**config.mk**
```make
export PLATFORM = sky130hd
export DESIGN_NAME = data_memory_arbiter
export DESIGN_NICKNAME = d
export VERILOG_FILES = /design/src/rtl/data_memory_arbiter.sv
export SDC_FILE = /design/constraint.sdc
export NUM_CORES = 1
export LEC_CHECK = 0
export BUFFER_PORTS_ARGS = -buffer_cell sky130_fd_sc_hd__buf_2
export CAP_MARGIN = 20
export CORE_MARGIN = 2
export CORE_UTILIZATION = 46
export CTS_CLUSTER_SIZE = 28
export DETAILED_ROUTE_END_ITERATION = 8
export PLACE_DENSITY = 0.85
export SYNTH_ARGS = -nofsm -noshare
export SYNTH_HDL_FRONTEND = slang
export SYNTH_SLANG_ARGS = --single-unit
```
**constraint.sdc**
```tcl
create_clock -name clk -period 5.4 [get_ports clk]
set_input_delay 1.35 -clock clk [delete_from_list [all_inputs] [get_ports clk]]
set_output_delay 1.35 -clock clk [all_outputs]
set_load 0.05 [all_outputs]
```
**src/rtl/data_memory_arbiter.sv**
```systemverilog
// Round-robin arbiter sharing one single-port data memory between the core (port 0)
// and a secondary master (port 1); one access cycle per grant, registered ack/err/rdata.
module data_memory_arbiter #(
  parameter int                    DATA_WIDTH   = 32,
  parameter int                    MEMORY_DEPTH = 256,
  parameter logic [DATA_WIDTH-1:0] BASE_ADDR    = 32'h10010000
) (
  input  logic                  clk,
  input  logic                  reset,
  input  logic                  p0_req,
  input  logic                  p0_we,
  input  logic [DATA_WIDTH-1:0] p0_addr,
  input  logic [DATA_WIDTH-1:0] p0_wdata,
  output logic                  p0_ack,
  output logic                  p0_err,
  output logic [DATA_WIDTH-1:0] p0_rdata,
  input  logic                  p1_req,
  input  logic                  p1_we,
  input  logic [DATA_WIDTH-1:0] p1_addr,
  input  logic [DATA_WIDTH-1:0] p1_wdata,
  output logic                  p1_ack,
  output logic                  p1_err,
  output logic [DATA_WIDTH-1:0] p1_rdata,
  output logic [DATA_WIDTH-1:0] mem_addr,
  output logic [DATA_WIDTH-1:0] mem_wdata,
  output logic                  mem_write,
  output logic                  mem_read,
  input  logic [DATA_WIDTH-1:0] mem_rdata
);

  typedef enum logic [1:0] {IDLE, ACCESS, ACK} state_t;

  state_t                r_state;
  state_t                w_next_state;
  logic                  r_last_grant;
  logic                  r_port;
  logic                  r_we;
  logic                  r_err;
  logic [DATA_WIDTH-1:0] r_addr;
  logic [DATA_WIDTH-1:0] r_wdata;
  logic [DATA_WIDTH-1:0] r_mem_addr;
  logic [DATA_WIDTH-1:0] r_mem_wdata;
  logic                  r_p0_ack;
  logic                  r_p1_ack;
  logic                  r_p0_err;
  logic                  r_p1_err;
  logic [DATA_WIDTH-1:0] r_p0_rdata;
  logic [DATA_WIDTH-1:0] r_p1_rdata;

  logic                  w_grant_valid;
  logic                  w_grant_port;
  logic                  w_sel_we;
  logic [DATA_WIDTH-1:0] w_sel_addr;
  logic [DATA_WIDTH-1:0] w_sel_wdata;
  logic                  w_sel_in_win;
  logic                  w_access;

  // Offset arithmetic wraps, so addresses below the base land far above the window.
  function automatic logic in_window(input logic [DATA_WIDTH-1:0] addr);
    logic [DATA_WIDTH-1:0] off;
    off = addr - BASE_ADDR;
    return off < DATA_WIDTH'(MEMORY_DEPTH);
  endfunction

  always_comb begin
    w_grant_valid = 1'b0;
    w_grant_port  = 1'b0;
    case (r_state)
      IDLE: begin
        w_grant_valid = p0_req | p1_req;
        w_grant_port  = (p0_req & p1_req) ? ~r_last_grant : p1_req;
      end
      // The finishing port still holds req here; only the other port may be granted.
      ACK: begin
        w_grant_valid = r_port ? p0_req : p1_req;
        w_grant_port  = ~r_port;
      end
      default: begin
        w_grant_valid = 1'b0;
        w_grant_port  = 1'b0;
      end
    endcase
  end

  assign w_sel_we     = w_grant_port ? p1_we    : p0_we;
  assign w_sel_addr   = w_grant_port ? p1_addr  : p0_addr;
  assign w_sel_wdata  = w_grant_port ? p1_wdata : p0_wdata;
  assign w_sel_in_win = in_window(w_sel_addr);

  always_comb begin
    w_next_state = r_state;
    case (r_state)
      IDLE:    w_next_state = w_grant_valid ? ACCESS : IDLE;
      ACCESS:  w_next_state = ACK;
      ACK:     w_next_state = w_grant_valid ? ACCESS : IDLE;
      default: w_next_state = IDLE;
    endcase
  end

  always_ff @(posedge clk or posedge reset) begin
    if (reset) begin
      r_state <= IDLE;
    end else begin
      r_state <= w_next_state;
    end
  end

  // Winner latch; the memory-facing address/data only move for in-window accesses.
  always_ff @(posedge clk or posedge reset) begin
    if (reset) begin
      r_last_grant <= 1'b1;
      r_port       <= 1'b0;
      r_we         <= 1'b0;
      r_err        <= 1'b0;
      r_addr       <= '0;
      r_wdata      <= '0;
      r_mem_addr   <= '0;
      r_mem_wdata  <= '0;
    end else if (w_grant_valid) begin
      r_last_grant <= w_grant_port;
      r_port       <= w_grant_port;
      r_we         <= w_sel_we;
      r_err        <= ~w_sel_in_win;
      r_addr       <= w_sel_addr;
      r_wdata      <= w_sel_wdata;
      if (w_sel_in_win) begin
        r_mem_addr  <= w_sel_addr;
        r_mem_wdata <= w_sel_wdata;
      end
    end
  end

  assign w_access = (r_state == ACCESS);

  always_ff @(posedge clk or posedge reset) begin
    if (reset) begin
      r_p0_ack   <= 1'b0;
      r_p1_ack   <= 1'b0;
      r_p0_err   <= 1'b0;
      r_p1_err   <= 1'b0;
      r_p0_rdata <= '0;
      r_p1_rdata <= '0;
    end else begin
      r_p0_ack <= w_access & ~r_port;
      r_p1_ack <= w_access &  r_port;
      r_p0_err <= w_access & ~r_port & r_err;
      r_p1_err <= w_access &  r_port & r_err;
      if (w_access & ~r_port) begin
        if (r_err)      r_p0_rdata <= '0;
        else if (!r_we) r_p0_rdata <= mem_rdata;
      end
      if (w_access & r_port) begin
        if (r_err)      r_p1_rdata <= '0;
        else if (!r_we) r_p1_rdata <= mem_rdata;
      end
    end
  end

  // Strobes decode straight from state so an asynchronous reset cancels them at once.
  assign mem_write = w_access & ~r_err &  r_we;
  assign mem_read  = w_access & ~r_err & ~r_we;
  assign mem_addr  = r_mem_addr;
  assign mem_wdata = r_mem_wdata;
  assign p0_ack    = r_p0_ack;
  assign p1_ack    = r_p1_ack;
  assign p0_err    = r_p0_err;
  assign p1_err    = r_p1_err;
  assign p0_rdata  = r_p0_rdata;
  assign p1_rdata  = r_p1_rdata;

endmodule
```
==> results.cfg, run 1 <==
[run_status]
status = completed

[timing]
finalSetupViolCount = 0
final.period_utilization = 0.621
worst_pin_slew_ns = 1.02
final.setup.tns_ns = 0
worst_clock_skew_ns = 0.00711
setup_ws_ns = 2.05
hold_violations = 0
slew-limit-headroom = 0.323
maxClockFrequency_mhz = 298
grt_setup_unrepaired = no
finalMaxSlewViolations = 0
finalCriticalPeriod_ns = 3.35

[hold_path]
hold_path_class = register to register
min-delay-start = p0_rdata[5]
worstHoldPathCells = 2

[routing]
route.detailed.vias_per_inst = 4.96
drt-pass1-iter-count = 4
first_iter_violations = 271
drc_errors = 0
routed_wl_um = 15400
number_of_antenna_violating_nets_in_the_routed_design = 0
route.detailed.wl_per_inst_um = 15.5
detailroute.via_count = 4944

[global_routing]
grt_start_max_net_pins = 113
globalRouteTotalUtil = 0.221
grt_pass1_wl_um = 23300
globalRouteOverflowTotal = 0
first_global_vias = 4797
initial_antenna_violation_count = 1

[placed_design]
buffer_ports.inserted = 299
detailed_place.area_um2 = 7480
hpwlAfterDp_um = 11400
dp_slack_ns = 1.66
finalWeightedCongestion = 0.895

[worst_setup_path]
worstRegToRegCells = 6
crit_chain = buf_2 -> nor4_1 -> o2111ai_1 -> a2111o_1 -> o32ai_4 -> buf_4 -> mux2_2
reg2reg_from = r_port
endpoint_required_time_on_the_critical_path_ns = 5.69
crit_fanout = 65
timing_worst_setup_path_type = primary input to register
crit_slowest_cell = sky130_fd_sc_hd__buf_4
timing.critical_path.from = p1_addr[26]
critical_path_arrival_ns = 3.65
crit_path_start_kind = primary input
critical_path.max_stage_delay_ns = 0.61
worst_setup_path_end_kind = register

[finish]
seq_area_um2 = 3450
layout.core_utilization = 0.649
multiInputGateArea_um2 = 2190
syn_to_final_growth_pct = 38.6
post-route-cell-area_um2 = 8120
fill_cells = 981
drive_above_1_share = 0.487
nets = 979

[cts]
clkSinkCount = 138
cts_hold_buf = 0
h-tree-depth = 4
numCtsBuffers = 17
ctsRootBufferMaster = sky130_fd_sc_hd__clkbuf_16
clkSlewWorstSetupHoldPaths_ns = 0.06
clk_path_buf_depth = 2
resize_count_post_cts = 0
tritoncts_clock_tree = yes
clock_latency_ns = 0.41
postCtsSetupBuffers = 0

[power_and_ir_drop]
vdd.ir_drop.worst_mv = 0.205
power_mw = 2.85
power_per_cell_area_nw_per_um2 = 350
leakagePower_nw = 4.40

[floorplanning]
die-area_um2 = 13700
core_area_um2 = 12500
floorplan.initialDensity = 0.468
num_io_pins = 300
die_width_um = 117
core.rowCount = 41
floorplan.die.height_um = 117

[synth]
synthesis.instances = 518
synth.avg_cell_area_um2 = 11.3
post_synth_num_cell_types = 35
sequential_area_share_after_synthesis = 0.589
nets_in_the_synthesized_netlist = 684
synth_seq_cells = 138
syn_area_um2 = 5860
synth-warning-count = 0

[run]
max-cap-violations = 0
==> metrics by stage <==
stage | std cells | hold slack (ns)
2_1_floorplan | 518 | 0.509
3_3_place_gp | 965 | 0.450
3_5_place_dp | 965 | 0.458
4_1_cts | 994 | 0.472
5_1_grt | 996 | 0.482
6_report | 996 | 0.470
==> layer usage <==
layer | global-route usage | part of all wire | wire length, um
met2 | 0.366 | 0.49 | 7500
met5 | 0 | 0 | 0
met4 | 0.0925 | 0.021 | 325
met1 | 0.262 | 0.40 | 6210
met3 | 0.0824 | 0.091 | 1400
==> logic make-up (layout without fill, tap and decap cells) <==
kind of cell / count (synthesis) / count (layout) / share of synthesized area
multiplexers: 83 / 83 / 0.159
AND/OR/NAND/NOR: 165 / 165 / 0.135
AO/OA/AOI/OAI: 79 / 79 / 0.0756
flip-flops: 138 / 138 / 0.589
buffers and inverters: 53 / 358 / 0.0410
other: 0 / 1 / 0
==> worst paths after layout <==
kind,endpoint,slack [ns]
worst max-delay path,mem_wdata[31],2.05
worst min-delay path,p0_rdata[5],0.47
worst max register to register,mem_wdata[31],2.81
worst min register to register,p0_rdata[5],0.47
max in group asynchronous,p1_rdata[24],3.74
min in group asynchronous,r_we,0.95
==> cell usage in the layout, fill, tap and decap left out, drive strengths merged, types with 4 or more instances in the layout <==
| cell | instances |
|---|---|
| o21ai | 66 |
| buf | 303 |
| mux2 | 81 |
| nand2b | 36 |
| dfrtp | 137 |
| nor2 | 34 |
| clkbuf | 18 |
| inv | 28 |
| bufinv | 4 |
| nor4 | 8 |
| nand2 | 67 |
| a21oi | 5 |
==> cell usage after synthesis <==
cell type / count / area [um^2]
sky130_fd_sc_hd__nor4b_1: 2 / 17.5
sky130_fd_sc_hd__nand3b_1: 1 / 7.51
sky130_fd_sc_hd__o2111ai_1: 2 / 17.5
sky130_fd_sc_hd__o221a_2: 1 / 11.3
sky130_fd_sc_hd__buf_4: 3 / 22.5
sky130_fd_sc_hd__and3b_1: 1 / 8.76
sky130_fd_sc_hd__clkbuf_1: 20 / 75.1
sky130_fd_sc_hd__buf_6: 4 / 45.0
sky130_fd_sc_hd__o21ai_1: 1 / 5.00
sky130_fd_sc_hd__a21boi_2: 1 / 11.3
sky130_fd_sc_hd__and2_1: 2 / 12.5
sky130_fd_sc_hd__or4b_1: 1 / 10.0
sky130_fd_sc_hd__a31oi_1: 1 / 6.26
sky130_fd_sc_hd__nand2b_1: 36 / 225
sky130_fd_sc_hd__nor4_1: 8 / 50.1
sky130_fd_sc_hd__a21oi_1: 4 / 20.0
sky130_fd_sc_hd__dfrtp_1: 137 / 3430
sky130_fd_sc_hd__nand2_1: 67 / 251
sky130_fd_sc_hd__and3_1: 3 / 18.8
sky130_fd_sc_hd__nor2b_1: 2 / 12.5
sky130_fd_sc_hd__o21ai_0: 65 / 325
sky130_fd_sc_hd__nor2_1: 34 / 128
sky130_fd_sc_hd__mux2i_1: 2 / 20.0
sky130_fd_sc_hd__a21oi_2: 1 / 8.76
sky130_fd_sc_hd__nand4_1: 2 / 12.5
sky130_fd_sc_hd__mux2_2: 58 / 653
sky130_fd_sc_hd__nor3_1: 2 / 10.0
sky130_fd_sc_hd__inv_1: 26 / 97.6
sky130_fd_sc_hd__a2111o_1: 1 / 11.3
sky130_fd_sc_hd__dfstp_2: 1 / 26.3
sky130_fd_sc_hd__o21ba_2: 1 / 10.0
sky130_fd_sc_hd__or2_2: 2 / 12.5
sky130_fd_sc_hd__nor3b_1: 2 / 15.0
sky130_fd_sc_hd__o32ai_2: 1 / 16.3
sky130_fd_sc_hd__mux2_1: 23 / 259
==> layout make-up <==
class / count / area share
multi-input combinational: 327 / 0.270
sequential: 138 / 0.425
timing repair buffer: 303 / 0.190
tap: 172 / 0.0265
clock buffer: 18 / 0.0541
antenna: 1 / 0.000308
inverter: 26 / 0.0126
clock inverter: 11 / 0.0211
==> worst max-delay path, delay by kind of cell <==
family | cells | cell delay, ns
AND/OR/NAND/NOR | 1 | 0.45
buffers and inverters | 2 | 0.71
AO/OA/AOI/OAI | 3 | 0.68
multiplexers | 1 | 0.41
==> state kept, by name, summed over array words and instances, names as in the netlist <==
name          cells
p0_ack            1
mem_wdata        32
mem_addr         32
r_err             1
r_port            1
p1_err            1
p1_ack            1
r_state           2
p0_err            1
p1_rdata         32
r_we              1
p0_rdata         32
r_last_grant      1
==> where the power goes <==
part / switching, mW / internal [mW] / leakage (nW)
Sequential: 0.0298 / 1.07 / 1.79
Combinational: 0.332 / 0.208 / 2.31
Clock: 0.425 / 0.779 / 0.295
Total: 0.787 / 2.06 / 4.40
Note: power is estimated with default switching activity, not from simulation.
==> run 2, diff against run 1 <==
==> constraint.sdc (replaced) <==
create_clock -name clk -period 3.15 [get_ports clk]
set_input_delay 0.7875 -clock clk [delete_from_list [all_inputs] [get_ports clk]]
set_output_delay 0.7875 -clock clk [all_outputs]
set_load 0.05 [all_outputs]
==> run 2 against run 1 <==
Via count is 0.93% lower. Register-to-register slack worse by 2.0 ns. Critical path type unchanged. Sequential cell count did not move. Sequential power is 72% higher. Core utilization rose by 0.81 points.
==> results.cfg, run 2 (synthesized netlist as in run 1, its figures left out) <==
[cts]
numCtsBuffers = 17
clock_latency_ns = 0.41
postCtsSetupBuffers = 0
resize_count_post_cts = 0
tritoncts_clock_tree = yes
clkSlewWorstSetupHoldPaths_ns = 0.06
clk_path_buf_depth = 2
cts_hold_buf = 0
ctsRootBufferMaster = sky130_fd_sc_hd__clkbuf_16
clkSinkCount = 138
h-tree-depth = 4

[power_and_ir_drop]
comb_pwr_share = 0.190
vdd.ir_drop.worst_mv = 0.321
switching_share = 0.267
power.net_switching_mw = 1.35
power_per_cell_area_nw_per_um2 = 616
cell_internal_pwr_mw = 3.71
leakagePower_nw = 4.43
p_seq_frac = 0.372
clock_power_share = 0.438

[global_routing]
globalRouteOverflowTotal = 0
grt_start_max_net_pins = 81
globalRouteTotalUtil = 0.225
grt_pass1_wl_um = 23400
initial_antenna_violation_count = 1
first_global_vias = 4810

[worst_setup_path]
critical_path_arrival_ns = 2.75
crit_path_start_kind = primary input
crit_fanout = 65
worst_setup_path_end_kind = register
timing_worst_setup_path_type = primary input to register
endpoint_required_time_on_the_critical_path_ns = 3.45

[floorplanning]
die_width_um = 117
core_area_um2 = 12500
die-area_um2 = 13700
floorplan.initialDensity = 0.468
core.rowCount = 41
num_io_pins = 300
floorplan.die.height_um = 117

[timing]
maxClockFrequency_mhz = 407
slew-limit-headroom = 0.520
worst_pin_slew_ns = 0.720
final.period_utilization = 0.779
finalSetupViolCount = 0
final.setup.tns_ns = 0
finalMaxSlewViolations = 0
grt_setup_unrepaired = no
setup_ws_ns = 0.695
hold_violations = 0
worst_clock_skew_ns = 0.00565
finalCriticalPeriod_ns = 2.46

[run_status]
status = completed

[placed_design]
numPlacedInstances = 969
finalWeightedCongestion = 0.875
dp_slack_ns = 0.272
hpwlAfterDp_um = 11500
buffer_ports.inserted = 299

[routing]
routed_wl_um = 15400
drc_errors = 0
drt-pass1-iter-count = 4
route.detailed.wl_per_inst_um = 15.4
number_of_antenna_violating_nets_in_the_routed_design = 0
route.detailed.vias_per_inst = 4.88
detailroute.via_count = 4898
first_iter_violations = 268

[run]
max-cap-violations = 0

[finish]
drive_above_1_share = 0.490
post_route_insts_no_fill = 1003
syn_to_final_growth_pct = 40.3
layout.cells.most_common = sky130_fd_sc_hd__buf_2
fill_cells = 1005
nets = 982
layout.cells.most_common_list = sky130_fd_sc_hd__buf_2 (299), sky130_fd_sc_hd__dfrtp_1 (137), sky130_fd_sc_hd__nand2_1 (65), sky130_fd_sc_hd__o21ai_0 (65), sky130_fd_sc_hd__mux2_2 (58)

[hold_path]
hold_path_class = register to register
[run 2: worst paths after layout]
kind	from	slack [ns]	endpoint	cells after the start
max	p1_addr[27]	0.69	mem_wdata[30]	7
min reg2reg	p0_rdata[18]	0.47	p0_rdata[18]	2
min	p0_rdata[18]	0.47	p0_rdata[18]	2
max reg2reg	r_port	0.86	mem_wdata[30]	6
min in group asynchronous	reset	0.49	r_we	3
max in group asynchronous	reset	2.03	mem_addr[27]	3
[run 2: metrics by stage]
step / util / cell area, um^2 / hold WS, ns / total power [mW]
2_1_floorplan: - / 5870 / 0.509 / 2.58
3_3_place_gp: 0.603 / 7550 / 0.455 / 2.87
3_5_place_dp: 0.603 / 7550 / 0.465 / 2.88
4_1_cts: 0.657 / 8220 / 0.477 / 5.11
5_1_grt: 0.657 / 8220 / 0.489 / 5.28
6_report: 0.657 / 8220 / 0.473 / 5.07
[run 2: area by class of cell]
class,count,area [um^2],area share
diodes,2,5.00,0.000609
clock buffers,22,484,0.0589
clock inverters,10,186,0.0227
inverters,26,101,0.0123
multi-input cells,327,2190,0.266
flip-flops and latches,138,3450,0.420
well taps,172,215,0.0262
repair buffers,306,1590,0.193
[run 2: worst max-delay path, stage by stage]
cell and delay (ns):
sky130_fd_sc_hd__buf_2 0.10, sky130_fd_sc_hd__nor4_1 0.41, sky130_fd_sc_hd__o2111ai_1 0.18, sky130_fd_sc_hd__a2111o_1 0.37, sky130_fd_sc_hd__o32ai_4 0.16, sky130_fd_sc_hd__buf_12 0.32
sky130_fd_sc_hd__mux2_2 0.38
[run 2: routing by layer]
metal  wire (um)  track usage
met1        6260        0.263
met2        7270        0.358
met3        1480       0.0922
met4         429        0.117
met5           0            0
[run 2: power groups by stage]
| stage | Sequential (mW) | Clock [mW] | Combinational [mW] |
|---|---|---|---|
| floorplan | 2.02 | 0 | 0.568 |
| global placement | 1.92 | 0 | 0.957 |
| detailed placement | 1.92 | 0 | 0.966 |
| CTS | 1.89 | 2.25 | 0.971 |
| global route | 1.89 | 2.34 | 1.05 |
| finish | 1.89 | 2.22 | 0.962 |
==> run 3, diff against run 2 <==
--- a/config.mk
+++ b/config.mk
@@ -8,10 +8,10 @@
 export BUFFER_PORTS_ARGS = -buffer_cell sky130_fd_sc_hd__buf_2
 export CAP_MARGIN = 20
 export CORE_MARGIN = 2
-export CORE_UTILIZATION = 46
+export CORE_UTILIZATION = 41
 export CTS_CLUSTER_SIZE = 28
 export DETAILED_ROUTE_END_ITERATION = 8
-export PLACE_DENSITY = 0.85
+export PLACE_DENSITY = 0.8
 export SYNTH_ARGS = -nofsm -noshare
 export SYNTH_HDL_FRONTEND = slang
 export SYNTH_SLANG_ARGS = --single-unit
==> constraint.sdc (replaced) <==
create_clock -name clk -period 2.15 [get_ports clk]
set_input_delay 0.5375 -clock clk [delete_from_list [all_inputs] [get_ports clk]]
set_output_delay 0.5375 -clock clk [all_outputs]
set_load 0.05 [all_outputs]
==> run 3 against run 2 <==
Non-clock buffer count increased by 27. Final area is 5.2% higher. Clock skew rose by 0.0027 ns. Worst setup slack got worse by 0.65 ns. Core utilization decreased by 3.6 points. Total power is 39% higher. Wire length increased by 7.8%. Critical path depth is 1 higher. Combinational power up 63%. Sequential cell count did not move. Count of clock-buffer cells in the layout is 3 higher. Worst hold slack worse by 0.23 ns. Critical path type unchanged. Highest routed layer unchanged.
==> results.cfg, run 3 (synthesized netlist as in run 1, its figures left out) <==
[routing]
first_iter_violations = 223
route.met2.wl_um = 8280
route.detailed.vias_per_inst = 4.87
route.met3.wl_um = 1250
detailroute.via_count = 5051
drt-pass1-iter-count = 5
route.detailed.wl_per_inst_um = 16.0
wl_met1_um = 6780
number_of_antenna_violating_nets_in_the_routed_design = 0
routed_wl_um = 16600
dr.max_layer_used = met4
drc_errors = 0

[timing]
hold_violations = 0
maxClockFrequency_mhz = 475
worst_clock_skew_ns = 0.00838
finalCriticalPeriod_ns = 2.10
finalSetupViolCount = 0
grt_setup_unrepaired = yes
slew-limit-headroom = 0.638
final.setup.tns_ns = 0
whs_ns = 0.239
final.period_utilization = 0.978
finalMaxSlewViolations = 0
worst_pin_slew_ns = 0.543

[power_and_ir_drop]
leakagePower_nw = 4.58
power_mw = 7.06
power_per_cell_area_nw_per_um2 = 816
vdd.ir_drop.worst_mv = 0.451

[floorplanning]
core_area_um2 = 13900
floorplan.die.height_um = 124
die-area_um2 = 15300
floorplan.initialDensity = 0.421
die_width_um = 124
core.rowCount = 43
num_io_pins = 300

[placed_design]
numPlacedInstances = 991
finalWeightedCongestion = 0.836
hpwlAfterDp_um = 11400
buffer_ports.inserted = 299

[cts]
numCtsBuffers = 17
clkSlewWorstSetupHoldPaths_ns = 0.06
h-tree-depth = 4
tritoncts_clock_tree = yes
ctsRootBufferMaster = sky130_fd_sc_hd__clkbuf_16
clk_path_buf_depth = 2
clkSinkCount = 138
clock_latency_ns = 0.41

[global_routing]
globalRouteTotalUtil = 0.211
globalRouteOverflowTotal = 0
grt_pass1_wl_um = 24400
initial_antenna_violation_count = 2
first_global_vias = 4963
grt_start_max_net_pins = 81

[finish]
layout.cells.most_common = sky130_fd_sc_hd__buf_2
syn_to_final_growth_pct = 47.6
nets = 1009
layout.cells.most_common_list = sky130_fd_sc_hd__buf_2 (297), sky130_fd_sc_hd__dfrtp_1 (137), sky130_fd_sc_hd__nand2_1 (65), sky130_fd_sc_hd__o21ai_0 (65), sky130_fd_sc_hd__mux2_4 (41)
post_route_insts_no_fill = 1038
layout.core_utilization = 0.621
drive_above_1_share = 0.535
fill_cells = 1109

[worst_setup_path]
crit_fanout = 7
crit_path_start_kind = primary input
timing_worst_setup_path_type = primary input to register
critical_path.reg2reg.endpoint = mem_wdata[25]
worst_setup_path_end_kind = register
endpoint_required_time_on_the_critical_path_ns = 2.45
worstRegToRegCells = 7
critical_path_arrival_ns = 2.40
rrSetupSlack_ns = 0.06
reg2reg_from = r_state[0]

[run]
max-cap-violations = 0

[hold_path]
hold_path_class = primary input to asynchronous set/reset pin

[run_status]
status = completed
-- run 3: cell count changes in the layout (fill, tap and decap cells not counted), moves of 2 or more --
cell / change
sky130_fd_sc_hd__mux2_4: +41
sky130_fd_sc_hd__mux2_1: -23
sky130_fd_sc_hd__mux2_2: -18
sky130_fd_sc_hd__buf_4: +17
sky130_fd_sc_hd__bufinv_16: -4
sky130_fd_sc_hd__clkbuf_16: +4
sky130_fd_sc_hd__nor4_1: -4
sky130_fd_sc_hd__nor4_2: +4
sky130_fd_sc_hd__buf_6: +3
sky130_fd_sc_hd__clkbuf_1: +3
sky130_fd_sc_hd__buf_12: +2
sky130_fd_sc_hd__buf_2: -2
-- run 3: metrics by stage --
| step | cell area, um^2 | worst slack (ns) |
|---|---|---|
| global route | 8650 | -0.0553 |
| detailed placement | 7800 | -0.378 |
| CTS | 8420 | -0.0403 |
| floorplan | 5980 | -0.108 |
| global placement | 7800 | -0.346 |
| finish | 8650 | 0.0465 |
-- run 3: area by class of cell --
| cell class | count | area, um^2 | share of cell area |
|---|---|---|---|
| Multi-Input combinational cell | 327 | 2370 | 0.275 |
| Tap cell | 180 | 225 | 0.0260 |
| Timing Repair Buffer | 333 | 1930 | 0.223 |
| Inverter | 26 | 101 | 0.0117 |
| Clock inverter | 6 | 63.8 | 0.00738 |
| Antenna cell | 3 | 7.51 | 0.000868 |
| Sequential cell | 138 | 3450 | 0.399 |
| Clock buffer | 25 | 495 | 0.0573 |
-- run 3: worst max path at each step --
stage,start,end,slack (ns),cells after the start
after floorplan,reset,mem_addr[0],-0.11,1
final,p1_addr[9],mem_wdata[25],0.05,8
after detailed placement,p1_addr[26],mem_addr[1],-0.38,7
after global routing,r_state[0],mem_addr[1],-0.06,7
after global placement,p1_addr[19],mem_addr[6],-0.35,7
after CTS,r_state[0],mem_wdata[22],-0.04,7
-- run 3: worst max-delay path: stages --
cell and delay, ns:
sky130_fd_sc_hd__buf_2 0.10, sky130_fd_sc_hd__nor4_1 0.33, sky130_fd_sc_hd__nand4_1 0.16, sky130_fd_sc_hd__a2111o_1 0.46, sky130_fd_sc_hd__o32ai_4 0.14, sky130_fd_sc_hd__buf_6 0.19, sky130_fd_sc_hd__clkbuf_16 0.17, sky130_fd_sc_hd__mux2_4 0.30
-- run 3: timing repair --
item / CTS / global route
buffers inserted: 2 / 4
pin swaps: 1 / 5
gates resized for setup: 6 / 20
endpoints found under the hold margin: 0 / 0
gates cloned: 1 / 6
hold buffers: 0 / 0
setup endpoints to repair: 42 / 58
-- run 3: metal layers --
layer,vias up,GRT usage
li1,2402,-
met1,2410,0.256
met2,211,0.341
met3,28,0.0801
met4,0,0.0803
met5,-,0
-- run 3: where the power goes --
group	switching, mW	internal [mW]
Clock	1.03	1.71
Combinational	0.910	0.657
Sequential	0.0575	2.69
